## src/rtl/fp_share_pkg.sv

```systemverilog
// fp_share_pkg: shared types and sizing helpers for the FP share server.
package fp_share_pkg;
    localparam int unsigned DBL_W = 64;

    typedef struct packed {
        logic [DBL_W-1:0] a;
        logic [DBL_W-1:0] b;
    } fp_req_t;

    function automatic int unsigned id_w(input int unsigned n);
        return (n > 1) ? $clog2(n) : 1;
    endfunction
endpackage

```

## src/rtl/fp_share_server_rr_arbiter.sv

```systemverilog
// rr_arbiter: round-robin grant starting at a registered pointer that moves
// past the winner only when the grant is actually taken.
module rr_arbiter
    import fp_share_pkg::*;
#(
    parameter int N  = 4,
    parameter int IW = 2
) (
    input  logic          clk,
    input  logic          rst_n,
    input  logic [N-1:0]  req,
    input  logic          accept,
    output logic [N-1:0]  gnt_oh,
    output logic [IW-1:0] gnt_id,
    output logic          gnt_any
);
    logic [IW-1:0] ptr_q, ptr_d, idx;

    always_comb begin
        gnt_oh  = '0;
        gnt_id  = '0;
        gnt_any = 1'b0;
        idx     = '0;
        for (int k = 0; k < N; k++) begin
            idx = IW'((int'(ptr_q) + k) % N);
            if (!gnt_any && req[idx]) begin
                gnt_any     = 1'b1;
                gnt_id      = idx;
                gnt_oh[idx] = 1'b1;
            end
        end
        ptr_d = !accept ? ptr_q : (gnt_id == IW'(N - 1)) ? '0 : gnt_id + IW'(1);
    end

    always_ff @(posedge clk or negedge rst_n)
        if (!rst_n) ptr_q <= '0;
        else        ptr_q <= ptr_d;
endmodule

```

## src/rtl/fp_share_server.sv

```systemverilog
// fp_share_server: time-shares one valid/ready/finish FP core among several
// client ports; results return to the issuer in issue order via a tag FIFO.
module fp_share_server
    import fp_share_pkg::*;
#(
    parameter int DBL_WIDTH    = 64,
    parameter int N_CLIENTS    = 4,
    parameter int MAX_INFLIGHT = 4
) (
    input  logic                           clk,
    input  logic                           rst_n,
    input  logic [N_CLIENTS-1:0]           cli_valid,
    input  logic [N_CLIENTS*DBL_WIDTH-1:0] cli_a,
    input  logic [N_CLIENTS*DBL_WIDTH-1:0] cli_b,
    output logic [N_CLIENTS-1:0]           cli_ready,
    output logic [N_CLIENTS-1:0]           cli_finish,
    output logic [N_CLIENTS*DBL_WIDTH-1:0] cli_result,
    output logic                           core_valid,
    output logic [DBL_WIDTH-1:0]           core_a,
    output logic [DBL_WIDTH-1:0]           core_b,
    input  logic                           core_ready,
    input  logic                           core_finish,
    input  logic [DBL_WIDTH-1:0]           core_result,
    output logic                           protocol_err
);
    localparam int IW = id_w(N_CLIENTS);
    localparam int AW = $clog2(MAX_INFLIGHT);

    logic [N_CLIENTS-1:0] pend_vld_q, pend_vld_d, busy_q, busy_d, cli_finish_q, cli_finish_d;
    logic [DBL_WIDTH-1:0] pend_a_q [N_CLIENTS];
    logic [DBL_WIDTH-1:0] pend_a_d [N_CLIENTS];
    logic [DBL_WIDTH-1:0] pend_b_q [N_CLIENTS];
    logic [DBL_WIDTH-1:0] pend_b_d [N_CLIENTS];
    logic [DBL_WIDTH-1:0] res_q    [N_CLIENTS];
    logic [DBL_WIDTH-1:0] res_d    [N_CLIENTS];
    logic [IW-1:0]        fifo_q   [MAX_INFLIGHT];
    logic [IW-1:0]        fifo_d   [MAX_INFLIGHT];
    logic [AW:0]          wr_q, wr_d, rd_q, rd_d;
    logic                 core_valid_q, core_valid_d, err_q, err_d;
    logic [DBL_WIDTH-1:0] core_a_q, core_a_d, core_b_q, core_b_d;
    logic [N_CLIENTS-1:0] gnt_oh, cap;
    logic [IW-1:0]        gnt_id, head;
    logic                 gnt_any, issue, pop, empty, full;

    assign cli_ready    = ~(pend_vld_q | busy_q);
    assign cap          = cli_valid & cli_ready;
    assign empty        = (wr_q == rd_q);
    assign full         = (wr_q[AW] != rd_q[AW]) && (wr_q[AW-1:0] == rd_q[AW-1:0]);
    assign head         = fifo_q[rd_q[AW-1:0]];
    // core_valid_q blocks back-to-back issue so every core_valid is a single-cycle pulse
    assign issue        = gnt_any && core_ready && !full && !core_valid_q;
    assign pop          = core_finish && !empty;
    assign cli_finish   = cli_finish_q;
    assign core_valid   = core_valid_q;
    assign core_a       = core_a_q;
    assign core_b       = core_b_q;
    assign protocol_err = err_q;

    for (genvar i = 0; i < N_CLIENTS; i++) begin : g_res
        assign cli_result[i*DBL_WIDTH +: DBL_WIDTH] = res_q[i];
    end

    rr_arbiter #(.N(N_CLIENTS), .IW(IW)) u_arb (
        .clk    (clk),
        .rst_n  (rst_n),
        .req    (pend_vld_q),
        .accept (issue),
        .gnt_oh (gnt_oh),
        .gnt_id (gnt_id),
        .gnt_any(gnt_any)
    );

    always_comb begin
        for (int i = 0; i < N_CLIENTS; i++) begin
            cli_finish_d[i] = pop && (head == IW'(i));
            pend_a_d[i]     = cap[i] ? cli_a[i*DBL_WIDTH +: DBL_WIDTH] : pend_a_q[i];
            pend_b_d[i]     = cap[i] ? cli_b[i*DBL_WIDTH +: DBL_WIDTH] : pend_b_q[i];
            res_d[i]        = cli_finish_d[i] ? core_result : res_q[i];
        end
        pend_vld_d   = (pend_vld_q & ~(issue ? gnt_oh : '0)) | cap;
        busy_d       = (busy_q | (issue ? gnt_oh : '0)) & ~cli_finish_d;
        core_valid_d = issue;
        core_a_d     = issue ? pend_a_q[gnt_id] : core_a_q;
        core_b_d     = issue ? pend_b_q[gnt_id] : core_b_q;
        fifo_d       = fifo_q;
        fifo_d[wr_q[AW-1:0]] = issue ? gnt_id : fifo_q[wr_q[AW-1:0]];
        wr_d         = wr_q + (AW+1)'(issue);
        rd_d         = rd_q + (AW+1)'(pop);
        err_d        = err_q | (|(cli_valid & ~cli_ready)) | (core_finish && empty);
    end

    always_ff @(posedge clk or negedge rst_n)
        if (!rst_n) begin
            pend_vld_q   <= '0;
            busy_q       <= '0;
            cli_finish_q <= '0;
            pend_a_q     <= '{default: '0};
            pend_b_q     <= '{default: '0};
            res_q        <= '{default: '0};
            fifo_q       <= '{default: '0};
            wr_q         <= '0;
            rd_q         <= '0;
            core_valid_q <= 1'b0;
            core_a_q     <= '0;
            core_b_q     <= '0;
            err_q        <= 1'b0;
        end else begin
            pend_vld_q   <= pend_vld_d;
            busy_q       <= busy_d;
            cli_finish_q <= cli_finish_d;
            pend_a_q     <= pend_a_d;
            pend_b_q     <= pend_b_d;
            res_q        <= res_d;
            fifo_q       <= fifo_d;
            wr_q         <= wr_d;
            rd_q         <= rd_d;
            core_valid_q <= core_valid_d;
            core_a_q     <= core_a_d;
            core_b_q     <= core_b_d;
            err_q        <= err_d;
        end
endmodule

```

## config.mk

```make
export PLATFORM = sky130hd
export DESIGN_NAME = fp_share_server
export DESIGN_NICKNAME = d
export VERILOG_FILES = /design/src/rtl/fp_share_pkg.sv /design/src/rtl/fp_share_server_rr_arbiter.sv /design/src/rtl/fp_share_server.sv
export SDC_FILE = /design/constraint.sdc
export NUM_CORES = 2
export LEC_CHECK = 0
export CELL_PAD_IN_SITES_DETAIL_PLACEMENT = 1
export CELL_PAD_IN_SITES_GLOBAL_PLACEMENT = 2
export CORE_AREA = 2 2 381 383
export CTS_CLUSTER_DIAMETER = 150
export DETAILED_ROUTE_END_ITERATION = 8
export DIE_AREA = 0 0 383 385
export GPL_ROUTABILITY_DRIVEN = 0
export HOLD_SLACK_MARGIN = 0.05
export PLACE_DENSITY = 0.74
export SYNTH_ARGS = -nofsm -noshare
export SYNTH_HDL_FRONTEND = slang
export SYNTH_SLANG_ARGS = --single-unit
```

## constraint.sdc

```tcl
create_clock -name clk -period 9.4 [get_ports clk]
set_clock_uncertainty 0.1 [all_clocks]
set_input_delay 0.94 -clock clk [delete_from_list [all_inputs] [get_ports clk]]
set_output_delay 0.94 -clock clk [all_outputs]
set_load 0.01 [all_outputs]
```

# Word level (Yosys, flattened, before mapping)
# Cells that the tools add are included.
# totals
wordCells	142
reg_bits	926
# op_classes
reduce_logical	26
n_eq_ne	7
magnitude_cmp	12
muxes	46
addsub	6
n_bitwise	19
# ops
cell	n
$bmux 64 s2	2
$mux 64	4
$or 4x4->4	6
$mux 2	11
$mux 4	5
$logic_and 1x1->1	18
$and 4x4->4	4
$not 4->4	4
$lt 2x3->1 const B	4
$mux 1	12
$ge 3x3->1 const B	3
$not 2->3	3
$bmux 1 s2	4
$bmux 2 s2	2
$bwmux 8	1
$demux 1 s2	4
$ge 2x1->1 const B	4
$add 3x1->3	2
$eq 2x2->1 const B	3
$logic_not 1->1	6
$add 2x1->2 const B	2
$add 2x2->2 const B	2
$demux 2 s2	1
$reduce_or 4->1	1
7 further kinds	8

# Logic depth before layout (Yosys ltp)
# logic_depth
word_depth	19
ltp_mapped	12
depth_no_buf	8

# Hierarchy
# A second synthesis with hierarchy kept.
# hier_totals
hier_cells	2245
area_unflattened_um2	38436.9
# modules_own_cells
module	area_per_inst_um2	instances	cells_each
fp_share_server	37786.2	1	2153
rr_arbiter	650.6	1	92

# Worst setup path before layout
# Ideal clock, no wire load.
# synth_timing
path_type	register -> register
start	reg u_arb.ptr_q[0]
end	reg core_a_q[58] (netlist: core_a[58])
t_arrival_ps	2942
setup_slack_ps	6226
setup_time_ps	132
period_less_slack_ps	3174
n_path_buf	4
path_stages_with_launch	12
path_cell_list	dfrtp_1 > buf_4 > inv_1 > ha_1 > mux4_2 > a21oi_1 > a2bb2oi_2 > buf_4 > buf_6 > buf_6 > mux2i_1 > o221ai_2
# synth_via
elab_chain_cells	16
elab_cells_between_ends	32
# synth_rtl
element	line	source
start: declaration	fp_share_server_rr_arbiter.sv:17	logic [IW-1:0] ptr_q, ptr_d, idx;
start signal: assignment	fp_share_server_rr_arbiter.sv:37	else ptr_q <= ptr_d;
parallel branches: the longest is 16 deep, another holds $add 2x1->2	n/a	
end signal: assignment	fp_share_server.sv:118	core_a_q <= core_a_d;
end: declaration	fp_share_server.sv:40	logic [DBL_WIDTH-1:0] core_a_q, core_a_d, core_b_q, core_b_d;
# Several ways; the timed one is not identified. The select of a mux whose other input is x is not followed.
# A chain may end at the register's enable or synchronous reset.

# Final worst setup path
# layout_timing
start	reg u_arb.ptr_q[0]
end	reg core_b_q[39] (netlist: core_b[39])
# layout_via
elab_cells_between_ends	32
# layout_lines
element	line	source
parallel branches: the longest is 11 deep, another holds $add 2x1->2	n/a	
$mux 1 (*)	fp_share_server_rr_arbiter.sv:26	if (!gnt_any && req[idx]) begin
$logic_and 1x1->1 (*) (3 in series)	fp_share_server.sv:51	assign issue = gnt_any && core_ready && !full && !core_valid_q;
net core_valid_d	fp_share_server.sv:39	logic core_valid_q, core_valid_d, err_q, err_d;
end signal: assignment	fp_share_server.sv:119	core_b_q <= core_b_d;
end: declaration	fp_share_server.sv:40	
# Mark *: on every way through the listed nets, which the timed path passes. The select of a mux whose other input is x is not followed.

==> summary.md <==
| Metric | Value |
|---|---|
| Final core occ | 37.3% |
| Post-detailed-route wirelength per cell | 25.2 um |
| Final Instance Area | 53,300 um^2 |
| # Post-CTS Setup Buffers | 0 |
| Die W | 383 um |
| Pin count of the biggest net entering global routing | 154 |
| Class of the most critical setup path | reg -> reg |
| Number of remaining DRC errors | 0 |
| Number of buffers between clock root and the deepest sink | 3 |
| Maximum capacitance violations | 0 |
| Placed inst area | 49,800 um^2 |
| Primary flip-flop cell chosen by synthesis mapping | sky130_fd_sc_hd__dfrtp_1 |
| Proportion of layout cells with a drive suffix above 1 | 28.5% |
| # port buffers | 977 |
| Post-cts sizing count | 0 |
| Number of nets in the final layout | 4,060 |
| CTS clock-pin slew for the worst setup and hold paths | 0.06 ns |
| Netlist cell types | 47 |
| Mapped Avg Cell Area | 15.3 um^2 |
| Initial antenna violation count | 57 |
| Via count of the first global-routing pass | 27,800 |
| Die footprint | 147,000 um^2 |
| Std-Cell Core Area | 143,000 um^2 |
| Number of buffers created by CTS | 107 |
| Synth warn | 0 |
| Top area cells in the synthesized netlist | sky130_fd_sc_hd__dfrtp_1 (61%), sky130_fd_sc_hd__mux2_2 (23%), sky130_fd_sc_hd__mux2i_1 (6.8%) |
| Synth Cell Area | 38,300 um^2 |
| Post-Synthesis Net Count | 3,102 |
| Maximum ir drop on the vdd rail | 0.465 mV |
| Setup Total Neg Slack | 0 ns |
| CTS HTree Levels | 3 |
| Total routed wirelength | 138 mm |
| Synth top area share | 60.6% |
| Worst path bufs/invs | 4 |
| Placed wire-length estimate | 96.1 mm |
| GRT Util Overall | 18.2% |
| Worst hold slack | 0.191 ns |
| Share of the yosys chip area belonging to registers | 60.6% |
| Number of nets still failing antenna checks after routing | 0 |
| Vias per std cell | 4.61 |
| Top delay family on crit path | buffers and inverters |
| Number of failing hold endpoints at the final stage | 0 |
| Overall power consumption | 20.9 mW |
| Arrival time at the worst endpoint | 5.73 ns |
| Area added between synthesis and finish | 39.3% |
| Max-slew violation total from the final report | 0 |
| Critical Path Start | u_arb.ptr_q[0] |
| Largest driver fanout on the critical path | 52 |
| Core Rows | 139 |
| Initial Utilization | 26.7% |
| Post-CTS Hold Buffers | 0 |
| TritonCTS clock tree | done |
| Wire length of the first global-routing pass | 198 mm |
| Type of element launching the critical path | register |
| Count of final setup violators | 0 |
| Worst-path cell chain | inv_1 -> ha_1 -> mux4_2 -> o41ai_4 -> buf_4 -> inv_1 -> nand2b_4 -> buf_4 -> o221ai_1 |
| Asr flop ratio synth | 100% |
| Highest clock frequency the design can meet | 189 MHz |
| Slowest cell on crit path | sky130_fd_sc_hd__dfrtp_1 |
| Largest incremental delay on the critical path | 0.75 ns |
| First-pass DRT Iterations | 4 |
| Fraction of the cycle the final worst path needs | 56.1% |
| Actual transition at the worst max-transition pin | 1.12 ns |
| Leakage Power | 22.2 nW |
| Pwr dens | 391 nW/um^2 |
| Overall die height | 385 um |
| Overall via count from detail_route | 25,200 |
| Class of the worst hold path | in -> async |
| Start of the worst register-to-register path | u_arb.ptr_q[0] |
| Gate count after technology mapping | 2,506 |
| Critical path capture point type | register |
| Root Buffer | sky130_fd_sc_hd__clkbuf_16 |
| Total global routing overflow | 0 |
| Initial DRC Count | 947 |
| Most repeated cell in the gate-level netlist after synthesis | sky130_fd_sc_hd__dfrtp_1 |
| Worst slew slack as a fraction of its limit | 25.2% |
| Data required time of the worst path | 9.85 ns |
| Number of top-level pins | 978 |
| #FFs+latches synth | 926 |
| Post-synth EDFFs | 0 |
| Shortest clock period the worst path allows after layout | 5.28 ns |
| Clock insertion delay at the later pin of the skew report | 0.73 ns |
| Setup repair after global routing missed its margin | false |
| Synth cell count leaders | sky130_fd_sc_hd__dfrtp_1 (926), sky130_fd_sc_hd__mux2_2 (768), sky130_fd_sc_hd__mux2i_1 (259) |
| Outcome | finished, final reports clean |
| Clock sink total | 926 |
| Largest area contributor in the synthesized netlist | sky130_fd_sc_hd__dfrtp_1 |
## per-stage QoR
stage          std cells  setup slack [ns]
2_1_floorplan       2506              6.23
3_3_place_gp        5258              4.00
3_5_place_dp        5258              3.85
4_1_cts             5452              3.84
5_1_grt             5463              3.67
6_report            5468              4.12
## worst paths after layout
path                                   end  slack [ns]  cells after the start
min reg2reg                        wr_q[2]        0.38                      1
max                             core_b[39]        4.12                      9
min                          pend_b_q[255]        0.19                      1
max reg2reg                     core_b[39]        4.12                      9
min in group clk                   wr_q[2]        0.38                      1
max in group asynchronous  cli_result[241]        6.89                      3
## registers in the layout, summed over array words and instances, names as in the netlist
signal	cells
busy_q	4
u_arb.ptr_q	2
protocol_err	1
core_b	64
pend_vld_q	4
core_a	64
wr_q	3
core_valid	1
fifo_q	8
cli_result	256
rd_q	3
cli_finish	4
pend_a_q	256
pend_b_q	256
## metal layers
layer  share of wire, %  routed length (um)  vias to the layer above  global-route usage (%)
met3                8.2               11300                      232                    6.58
met5               0.30                 408                        -                       0
met2                 49               67900                      785                    31.3
met1                 40               54600                    13100                    21.3
met4                2.4                3300                       66                    5.35
li1                   -                   -                    11100                       -
## cells in the final DEF, fill, tap and decap left out, types with 4 or more instances in the layout
cell type                         Yosys  layout
sky130_fd_sc_hd__clkdlybuf4s50_1      0     976
sky130_fd_sc_hd__dfrtp_1            926     926
sky130_fd_sc_hd__mux2_2             768     768
sky130_fd_sc_hd__mux2i_1            259     259
sky130_fd_sc_hd__nand2_1            142     142
sky130_fd_sc_hd__clkbuf_16            0     107
sky130_fd_sc_hd__o221ai_1           102     102
sky130_fd_sc_hd__clkbuf_1            70      32
sky130_fd_sc_hd__o221ai_2            27      27
sky130_fd_sc_hd__buf_4                8      26
sky130_fd_sc_hd__clkbuf_8             0      25
sky130_fd_sc_hd__diode_2              0      16
sky130_fd_sc_hd__clkinv_2             0      15
sky130_fd_sc_hd__inv_1               13      13
sky130_fd_sc_hd__nor2_1              14      13
sky130_fd_sc_hd__ha_1                12      12
sky130_fd_sc_hd__o21ai_0             11      11
sky130_fd_sc_hd__mux4_2               8       8
sky130_fd_sc_hd__a21oi_1              8       8
sky130_fd_sc_hd__buf_12               2       7
sky130_fd_sc_hd__nand3b_1             4       4
sky130_fd_sc_hd__a31oi_1              4       4
sky130_fd_sc_hd__and2_4               0       4
sky130_fd_sc_hd__o21bai_1             4       4
sky130_fd_sc_hd__nand2b_1             5       4
sky130_fd_sc_hd__clkinv_16            0       4
sky130_fd_sc_hd__inv_6                0       4
## power breakdown
group          total, mW  switching (mW)  internal (mW)
registers           7.27            1.21           6.06
clock network       4.17            1.78           2.39
logic               9.42            4.40           5.02
## layout make-up
class,instances,area (um^2)
clock buffers,164,3140
repair buffers,1010,10100
multi-input cells,1406,14100
inverters,13,48.8
diodes,16,40.0
well taps,1903,2380
fillers,14900,89800
clock inverters,30,360
flip-flops and latches,926,23200
## cells by family (layout without fill, tap and decap cells)
| group | count (synthesis) | count (layout) | synth area share (%) |
|---|---|---|---|
| XOR/XNOR | 6 | 6 | 0.137 |
| buffers and inverters | 174 | 1217 | 2.91 |
| flip-flops | 926 | 926 | 60.6 |
| AND/OR/NAND/NOR | 180 | 180 | 1.97 |
| adder cells (fa/ha/maj) | 12 | 12 | 0.392 |
| multiplexers | 1035 | 1035 | 29.8 |
| other | 0 | 16 | 0 |
| AO/OA/AOI/OAI | 173 | 173 | 4.19 |
Note: power is estimated with default switching activity, not from simulation.
